### src/rtl/muldiv_pkg.sv
// Shared types and constants for the multiply/divide unit, its decoder and the result mux.
package muldiv_pkg;

  localparam int MD_WIDTH = 32;

  typedef enum logic [1:0] {
    OP_MULTU = 2'b00,
    OP_MULT  = 2'b01,
    OP_DIVU  = 2'b10,
    OP_DIV   = 2'b11
  } muldiv_op_t;

  typedef enum logic [1:0] {
    ST_IDLE,
    ST_RUN,
    ST_FIX,
    ST_DONE
  } muldiv_state_t;

  function automatic logic op_is_div(input muldiv_op_t op);
    return op[1];
  endfunction

  function automatic logic op_is_signed(input muldiv_op_t op);
    return op[0];
  endfunction

endpackage

### src/rtl/muldiv_if.sv
// Operand/result bundle between the execute stage and the multiply/divide unit.
interface muldiv_if #(
  parameter int WIDTH = muldiv_pkg::MD_WIDTH
);
  import muldiv_pkg::*;

  logic             start;
  muldiv_op_t       op;
  logic [WIDTH-1:0] a;
  logic [WIDTH-1:0] b;
  logic             busy;
  logic             done;
  logic             dz;
  logic [WIDTH-1:0] hi;
  logic [WIDTH-1:0] lo;

  modport master (
    output start, op, a, b,
    input  busy, done, dz, hi, lo
  );

  modport slave (
    input  start, op, a, b,
    output busy, done, dz, hi, lo
  );

endinterface

### src/rtl/muldiv_fixup.sv
// Combinational sign correction of the raw magnitude result before it is written to HI/LO.
module muldiv_fixup
  import muldiv_pkg::*;
#(
  parameter int WIDTH = MD_WIDTH
) (
  input  logic               is_div,
  input  logic               div_zero,
  input  logic               neg_a,
  input  logic               neg_b,
  input  logic [2*WIDTH-1:0] acc,
  output logic [WIDTH-1:0]   hi,
  output logic [WIDTH-1:0]   lo
);

  logic               neg_res;
  logic [2*WIDTH-1:0] prod;
  logic [WIDTH-1:0]   quo;
  logic [WIDTH-1:0]   rem;

  assign neg_res = neg_a ^ neg_b;

  always_comb begin
    prod = neg_res ? (~acc + 1'b1) : acc;
    quo  = neg_res ? (~acc[WIDTH-1:0] + 1'b1) : acc[WIDTH-1:0];
    // Remainder follows the dividend's sign, independent of the divisor.
    rem  = neg_a ? (~acc[2*WIDTH-1:WIDTH] + 1'b1) : acc[2*WIDTH-1:WIDTH];
    hi   = prod[2*WIDTH-1:WIDTH];
    lo   = prod[WIDTH-1:0];
    if (div_zero) begin
      hi = acc[2*WIDTH-1:WIDTH];
      lo = acc[WIDTH-1:0];
    end else if (is_div) begin
      hi = rem;
      lo = quo;
    end
  end

endmodule

### src/rtl/muldiv_unit.sv
// Iterative 32-bit MULT/MULTU/DIV/DIVU unit: one shift-add or restoring-divide step per cycle,
// results held in architectural HI/LO.
module muldiv_unit
  import muldiv_pkg::*;
#(
  parameter int WIDTH = MD_WIDTH
) (
  input  logic     clk,
  input  logic     rst_n,
  muldiv_if.slave  md
);

  localparam int CW = $clog2(WIDTH + 1);
  localparam logic [CW-1:0] LAST_ITER = CW'(WIDTH - 1);

  muldiv_state_t      state_reg, state_next;
  logic [CW-1:0]      count_reg;
  logic [2*WIDTH-1:0] acc_reg;
  logic [WIDTH-1:0]   opnd_reg;
  logic               div_reg;
  logic               neg_a_reg;
  logic               neg_b_reg;
  logic               dz_pend_reg;
  logic               dz_reg;
  logic [WIDTH-1:0]   hi_reg;
  logic [WIDTH-1:0]   lo_reg;

  logic               accept;
  logic               start_div;
  logic               start_signed;
  logic               start_dz;
  logic [WIDTH-1:0]   abs_a;
  logic [WIDTH-1:0]   abs_b;

  logic [WIDTH:0]     mul_sum;
  logic [2*WIDTH-1:0] mul_next;
  logic               div_ge;
  logic [WIDTH-1:0]   div_trial;
  logic [2*WIDTH-1:0] div_next;

  logic [WIDTH-1:0]   fix_hi;
  logic [WIDTH-1:0]   fix_lo;

  // start is only honoured when no operation is in flight.
  assign accept       = md.start && (state_reg == ST_IDLE || state_reg == ST_DONE);
  assign start_div    = op_is_div(md.op);
  assign start_signed = op_is_signed(md.op);
  assign start_dz     = start_div && (md.b == '0);
  assign abs_a        = (start_signed && md.a[WIDTH-1]) ? (~md.a + 1'b1) : md.a;
  assign abs_b        = (start_signed && md.b[WIDTH-1]) ? (~md.b + 1'b1) : md.b;

  always_ff @(posedge clk or negedge rst_n) begin
    if (!rst_n) state_reg <= ST_IDLE;
    else        state_reg <= state_next;
  end

  always_comb begin
    state_next = state_reg;
    unique case (state_reg)
      ST_IDLE: if (accept) state_next = start_dz ? ST_FIX : ST_RUN;
      ST_RUN:  if (count_reg == LAST_ITER) state_next = ST_FIX;
      ST_FIX:  state_next = ST_DONE;
      ST_DONE: state_next = accept ? (start_dz ? ST_FIX : ST_RUN) : ST_IDLE;
      default: state_next = ST_IDLE;
    endcase
  end

  // Multiply: low half holds the multiplier, consumed LSB first while partial sums shift in from the top.
  assign mul_sum  = {1'b0, acc_reg[2*WIDTH-1:WIDTH]} + {1'b0, opnd_reg};
  assign mul_next = acc_reg[0] ? {mul_sum, acc_reg[WIDTH-1:1]}
                               : {1'b0, acc_reg[2*WIDTH-1:1]};

  // Divide: {remainder, dividend/quotient} shifts left; quotient bits enter at the bottom.
  assign div_ge    = acc_reg[2*WIDTH-1:WIDTH-1] >= {1'b0, opnd_reg};
  assign div_trial = acc_reg[2*WIDTH-2:WIDTH-1] - opnd_reg;
  assign div_next  = div_ge ? {div_trial, acc_reg[WIDTH-2:0], 1'b1}
                            : {acc_reg[2*WIDTH-2:0], 1'b0};

  muldiv_fixup #(.WIDTH(WIDTH)) u_fixup (
    .is_div   (div_reg),
    .div_zero (dz_pend_reg),
    .neg_a    (neg_a_reg),
    .neg_b    (neg_b_reg),
    .acc      (acc_reg),
    .hi       (fix_hi),
    .lo       (fix_lo)
  );

  always_ff @(posedge clk or negedge rst_n) begin
    if (!rst_n) begin
      count_reg   <= '0;
      acc_reg     <= '0;
      opnd_reg    <= '0;
      div_reg     <= 1'b0;
      neg_a_reg   <= 1'b0;
      neg_b_reg   <= 1'b0;
      dz_pend_reg <= 1'b0;
      dz_reg      <= 1'b0;
      hi_reg      <= '0;
      lo_reg      <= '0;
    end else if (accept) begin
      count_reg   <= '0;
      div_reg     <= start_div;
      neg_a_reg   <= start_signed && md.a[WIDTH-1];
      neg_b_reg   <= start_signed && md.b[WIDTH-1];
      dz_pend_reg <= start_dz;
      dz_reg      <= 1'b0;
      opnd_reg    <= start_div ? abs_b : abs_a;
      if (start_dz)       acc_reg <= {md.a, {WIDTH{1'b1}}};
      else if (start_div) acc_reg <= {{WIDTH{1'b0}}, abs_a};
      else                acc_reg <= {{WIDTH{1'b0}}, abs_b};
    end else if (state_reg == ST_RUN) begin
      count_reg <= count_reg + 1'b1;
      acc_reg   <= div_reg ? div_next : mul_next;
    end else if (state_reg == ST_FIX) begin
      hi_reg <= fix_hi;
      lo_reg <= fix_lo;
      dz_reg <= dz_pend_reg;
    end
  end

  assign md.busy = (state_reg == ST_RUN) || (state_reg == ST_FIX);
  assign md.done = (state_reg == ST_DONE);
  assign md.dz   = dz_reg;
  assign md.hi   = hi_reg;
  assign md.lo   = lo_reg;

endmodule

### src/flat_wrapper.sv
// flat-port wrapper written by rule: the top's interface ports become plain ports
module muldiv_unit_flat import muldiv_pkg::*;
#(
  parameter int WIDTH = MD_WIDTH
)
  (clk, rst_n, md_start, md_op, md_a, md_b, md_busy, md_done, md_dz, md_hi, md_lo);
  muldiv_if #(.WIDTH(WIDTH)) md_i ();
  input  logic clk;
  input  logic rst_n;
  input wire logic [$bits(md_i.start)-1:0] md_start;
  input wire logic [$bits(md_i.op)-1:0] md_op;
  input wire logic [$bits(md_i.a)-1:0] md_a;
  input wire logic [$bits(md_i.b)-1:0] md_b;
  output wire logic [$bits(md_i.busy)-1:0] md_busy;
  output wire logic [$bits(md_i.done)-1:0] md_done;
  output wire logic [$bits(md_i.dz)-1:0] md_dz;
  output wire logic [$bits(md_i.hi)-1:0] md_hi;
  output wire logic [$bits(md_i.lo)-1:0] md_lo;
  assign md_i.start = md_start;
  assign md_i.op = md_op;
  assign md_i.a = md_a;
  assign md_i.b = md_b;
  assign md_busy = md_i.busy;
  assign md_done = md_i.done;
  assign md_dz = md_i.dz;
  assign md_hi = md_i.hi;
  assign md_lo = md_i.lo;
  muldiv_unit #(.WIDTH(WIDTH)) u_core (.clk(clk), .rst_n(rst_n), .md(md_i));
endmodule
### config.mk
export PLATFORM = sky130hd
export DESIGN_NAME = muldiv_unit_flat
export DESIGN_NICKNAME = d
export VERILOG_FILES = /design/src/rtl/muldiv_pkg.sv /design/src/rtl/muldiv_if.sv /design/src/rtl/muldiv_fixup.sv /design/src/rtl/muldiv_unit.sv /design/src/flat_wrapper.sv
export SDC_FILE = /design/constraint.sdc
export NUM_CORES = 1
export LEC_CHECK = 0
export CORE_ASPECT_RATIO = 0.8
export CORE_UTILIZATION = 35
export CTS_BUF_LIST = sky130_fd_sc_hd__clkbuf_8
export DETAILED_ROUTE_END_ITERATION = 7
export PLACE_DENSITY = 0.53
export SLEW_MARGIN = 10
export SYNTH_ARGS = -nofsm -noshare
export SYNTH_HDL_FRONTEND = slang
export SYNTH_HIERARCHICAL = 1
export SYNTH_SLANG_ARGS = --single-unit
### constraint.sdc
create_clock -name clk -period 3.1 [get_ports clk]
set_input_delay 0.775 -clock clk [delete_from_list [all_inputs] [get_ports clk]]
set_output_delay 0.775 -clock clk [all_outputs]
set_load 0.02 [all_outputs]
==> impl_metrics.toml <==
[layout]
fin_util_pct = 49.1
finish.net_count = 2511
area_delta_synth_final_pct = 37.6
final_area_sq_um = 21300
final_layout_size_suffix_gt1_share_pct = 27.5
largest_register_ffs = 64

[floorplan]
die_area_sq_um = 45000
core-area_sq_um = 43400
initial_core_util_pct = 35.7
io_pins = 136
die_w_um = 237
die_h_um = 190
num_rows = 68

[grt]
grt_pass1_vias = 16300
grt_pass1_wl_um = 99800
grt_util_met3_pct = 4.70
grt_use_met2_pct = 44.5
antenna_found_initial = 2
top_usage_layer = "met2"
grtUsageMet1_pct = 42.1
grt_overflow = 0
grt_max_degree = 89
grt_util_all_layers_pct = 29.2

[logic_synthesis]
synth_edf_count = 0
yosysWarnings = 6
ys_seq_area_share_pct = 28.0
syn_area_sq_um = 15500
ys_seq_elements = 173
avgSynthCellArea_sq_um = 8.08
ys_types = 85
ys_async_sr_fraction_pct = 100
synthCells = 1914
ys.flop_type = "dfrtp_1"
syn_nets = 2058

[drt]
wl_per_cell_um = 22.6
drtAntennaViolNets = 0
viasPerCell = 5.80
routed_wl_um = 66300
drc = 0
drtPass1Iterations = 5
drt_iter0_drc = 1830
vias = 17100

[setup_path]
critPathMaxStageDelay_ns = 0.39
critPathSlowestCell = "dfrtp_1"
endpoint_kind = "flip-flop"
cp.arrival_ns = 3.58
crit_fanout = 3
startpoint_type = "flip-flop"
worstPathRequired_ns = 3.53
cp_cell_sequence = "buf_6 > ha_4 > inv_2 > fa_2 > a21o_1 > a221oi_2 > buf_4 > o221a_4 > buf_6 > a311oi_4 > o21a_1 > o21a_1 > nor3_2 > a211oi_2 > o31ai_1"
critical_path_class = "flip-flop to flip-flop"

[clock_network]
cts-buffers-inserted = 17
clock_sinks = 173
root_buffer = "clkbuf_8"
tritoncts = "done"
clock_latency_ns = 0.53
clkTransAtPathRegs_ns = 0.11
ctsHoldBuffers = 0
clock_path_buffers = 2
cts_max_level = 4

[pwr]
powerDensity_nw_per_um2 = 1380
ir_worst_vdd_mv = 0.691
p_leak_nw = 9.19

[job]
maxCapViolations = 0

[timing]
min_period_ns = 3.16
report.final.hold_viol_count = 0
max_freq_mhz = 317
slew_violations = 0
skew_ns = 0.0198
whs_ns = 0.191
rsz0062_at_grt = "yes"
max_slew_margin_pct = 24.2
tightest_slew_ns = 1.14
fin_crit_sh_pct = 102
setup_viol = 2
setup_slack_ns = -0.0581

[status]
violations = "negative setup slack"
outcome = "finished with violations"

[placement]
io_buffers = 135
hpwl_um = 52900
placed_area_sq_um = 20200
post-place-ws_ns = -0.717
gp_congestion = 0.998

[hold_path]
hp-class = "primary input to asynchronous set/reset pin"
-- final cells by class --
class / instances / area (sq um)
clock inverters: 15 / 190
diodes: 1 / 2.50
fillers: 4190 / 22100
flip-flops and latches: 173 / 4340
inverters: 67 / 251
well taps: 560 / 701
clock buffers: 17 / 234
multi-input cells: 1576 / 11100
repair buffers: 532 / 4500
-- synthesized netlist by cell type, drive strengths merged (5+ instances only) --
library cell / count / area [sq um]
o21bai: 5 / 37.5
a22oi: 13 / 97.6
and4: 8 / 70.1
inv: 64 / 240
a311oi: 5 / 43.8
xnor2: 84 / 736
o22ai: 7 / 43.8
or3: 20 / 136
mux2: 76 / 856
or2: 7 / 43.8
or4: 11 / 103
o21a: 12 / 90.1
nor3: 50 / 255
a31o: 7 / 61.3
nor2b: 15 / 93.8
nor2: 168 / 641
nand2b: 11 / 68.8
a21oi: 183 / 935
a31oi: 31 / 194
ha: 73 / 913
buf: 28 / 149
a221o: 7 / 70.1
o211ai: 11 / 87.6
o221ai: 6 / 52.6
o31ai: 29 / 228
mux2i: 48 / 480
and2: 13 / 81.3
o41ai: 8 / 70.1
o21ai: 170 / 851
xor2: 88 / 771
dfrtp: 173 / 4330
nand3: 42 / 210
a221oi: 19 / 184
and3: 19 / 119
nand4: 22 / 138
clkbuf: 70 / 263
a211oi: 24 / 180
nand2: 185 / 699
nor4: 14 / 103
a21o: 33 / 248
-- layout by cell type (no fill, tap or decap), types with 12 or more instances in the layout --
cell             count
xnor2_1             83
o21a_1              12
clkdlybuf4s50_1    129
mux2i_1             48
o21ai_0            157
nor3_1              45
and2_1              13
nor2_1             156
nand3_1             41
a31oi_1             29
o31ai_1             24
and3_1              18
a21o_1              33
buf_4              378
or3_1               17
nand4_1             22
inv_1               56
mux2_2              76
a21oi_1            173
nand2_1            178
ha_1                57
a211oi_1            17
buf_12              12
dfrtp_1            166
nor2b_1             13
xor2_1              88
clkbuf_8            17
o21ai_1             12
a22oi_1             13
-- power breakdown --
part           total, mW  leakage, nW  internal (mW)  switching, mW
Combinational       23.3         6.91           10.5           12.8
Clock               1.74        0.207          0.626           1.11
Sequential          4.42         2.07           3.42          0.993
-- per-layer routing --
layer	vias up	part of all wire (%)
li1	7901	-
met1	8330	46
met2	728	43
met3	95	8.1
met4	0	2.8
met5	-	0
-- through the flow --
stage | power [mW] | std cells | TNS [ns]
floorplan | 17.0 | 1914 | -0.113
global placement | 25.7 | 2892 | -33.06
detailed placement | 25.9 | 2892 | -35.43
CTS | 28.5 | 2931 | -0.0557
global route | 31.3 | 2940 | -0.493
finish | 29.4 | 2941 | -0.0835
-- kinds of logic (layout without fill, tap and decap cells) --
logic type               count (synthesis)  in the layout  synth area share, %
multiplexers                           124            124                 8.64
other                                    0              1                    0
buffers and inverters                  165            631                 4.29
XOR/XNOR                               172            172                 9.74
AO/OA/AOI/OAI                          603            603                 24.4
flip-flops                             173            173                 28.0
adder cells (fa/ha/maj)                 75             75                 6.16
AND/OR/NAND/NOR                        602            602                 18.8
-- path summary, 6_finish.rpt --
path	from	end	slack, ns	depth (start not counted)
max in group asynchronous	rst_n	u_core/div_reg	2.04	2
max	u_core/opnd_reg[0]	u_core/acc_reg[62]	-0.06	15
min in group clk	u_core/md.hi[21]	u_core/md.hi[21]	0.52	1
min	rst_n	u_core/md.hi[28]	0.19	1
max reg2reg	u_core/opnd_reg[0]	u_core/acc_reg[62]	-0.06	15
min reg2reg	u_core/md.hi[21]	u_core/md.hi[21]	0.52	1
-- what timing repair did --
action | CTS | global route
pin swaps | 23 | 45
gates resized for setup | 66 | 71
setup endpoints to repair | 47 | 46
buffers inserted | 7 | 10
gates cloned | 0 | 0
-- worst max-delay path: cells and delay by family, from the launching register on --
| kind | cells | cell delay [ns] |
|---|---|---|
| AOI/OAI and AO/OA | 8 | 1.48 |
| adders and majority gates | 2 | 0.48 |
| buffers and inverters | 4 | 0.44 |
| DFF | 1 | 0.39 |
| and+or+nand+nor | 1 | 0.24 |
Power figures use the tool's default switching activity.
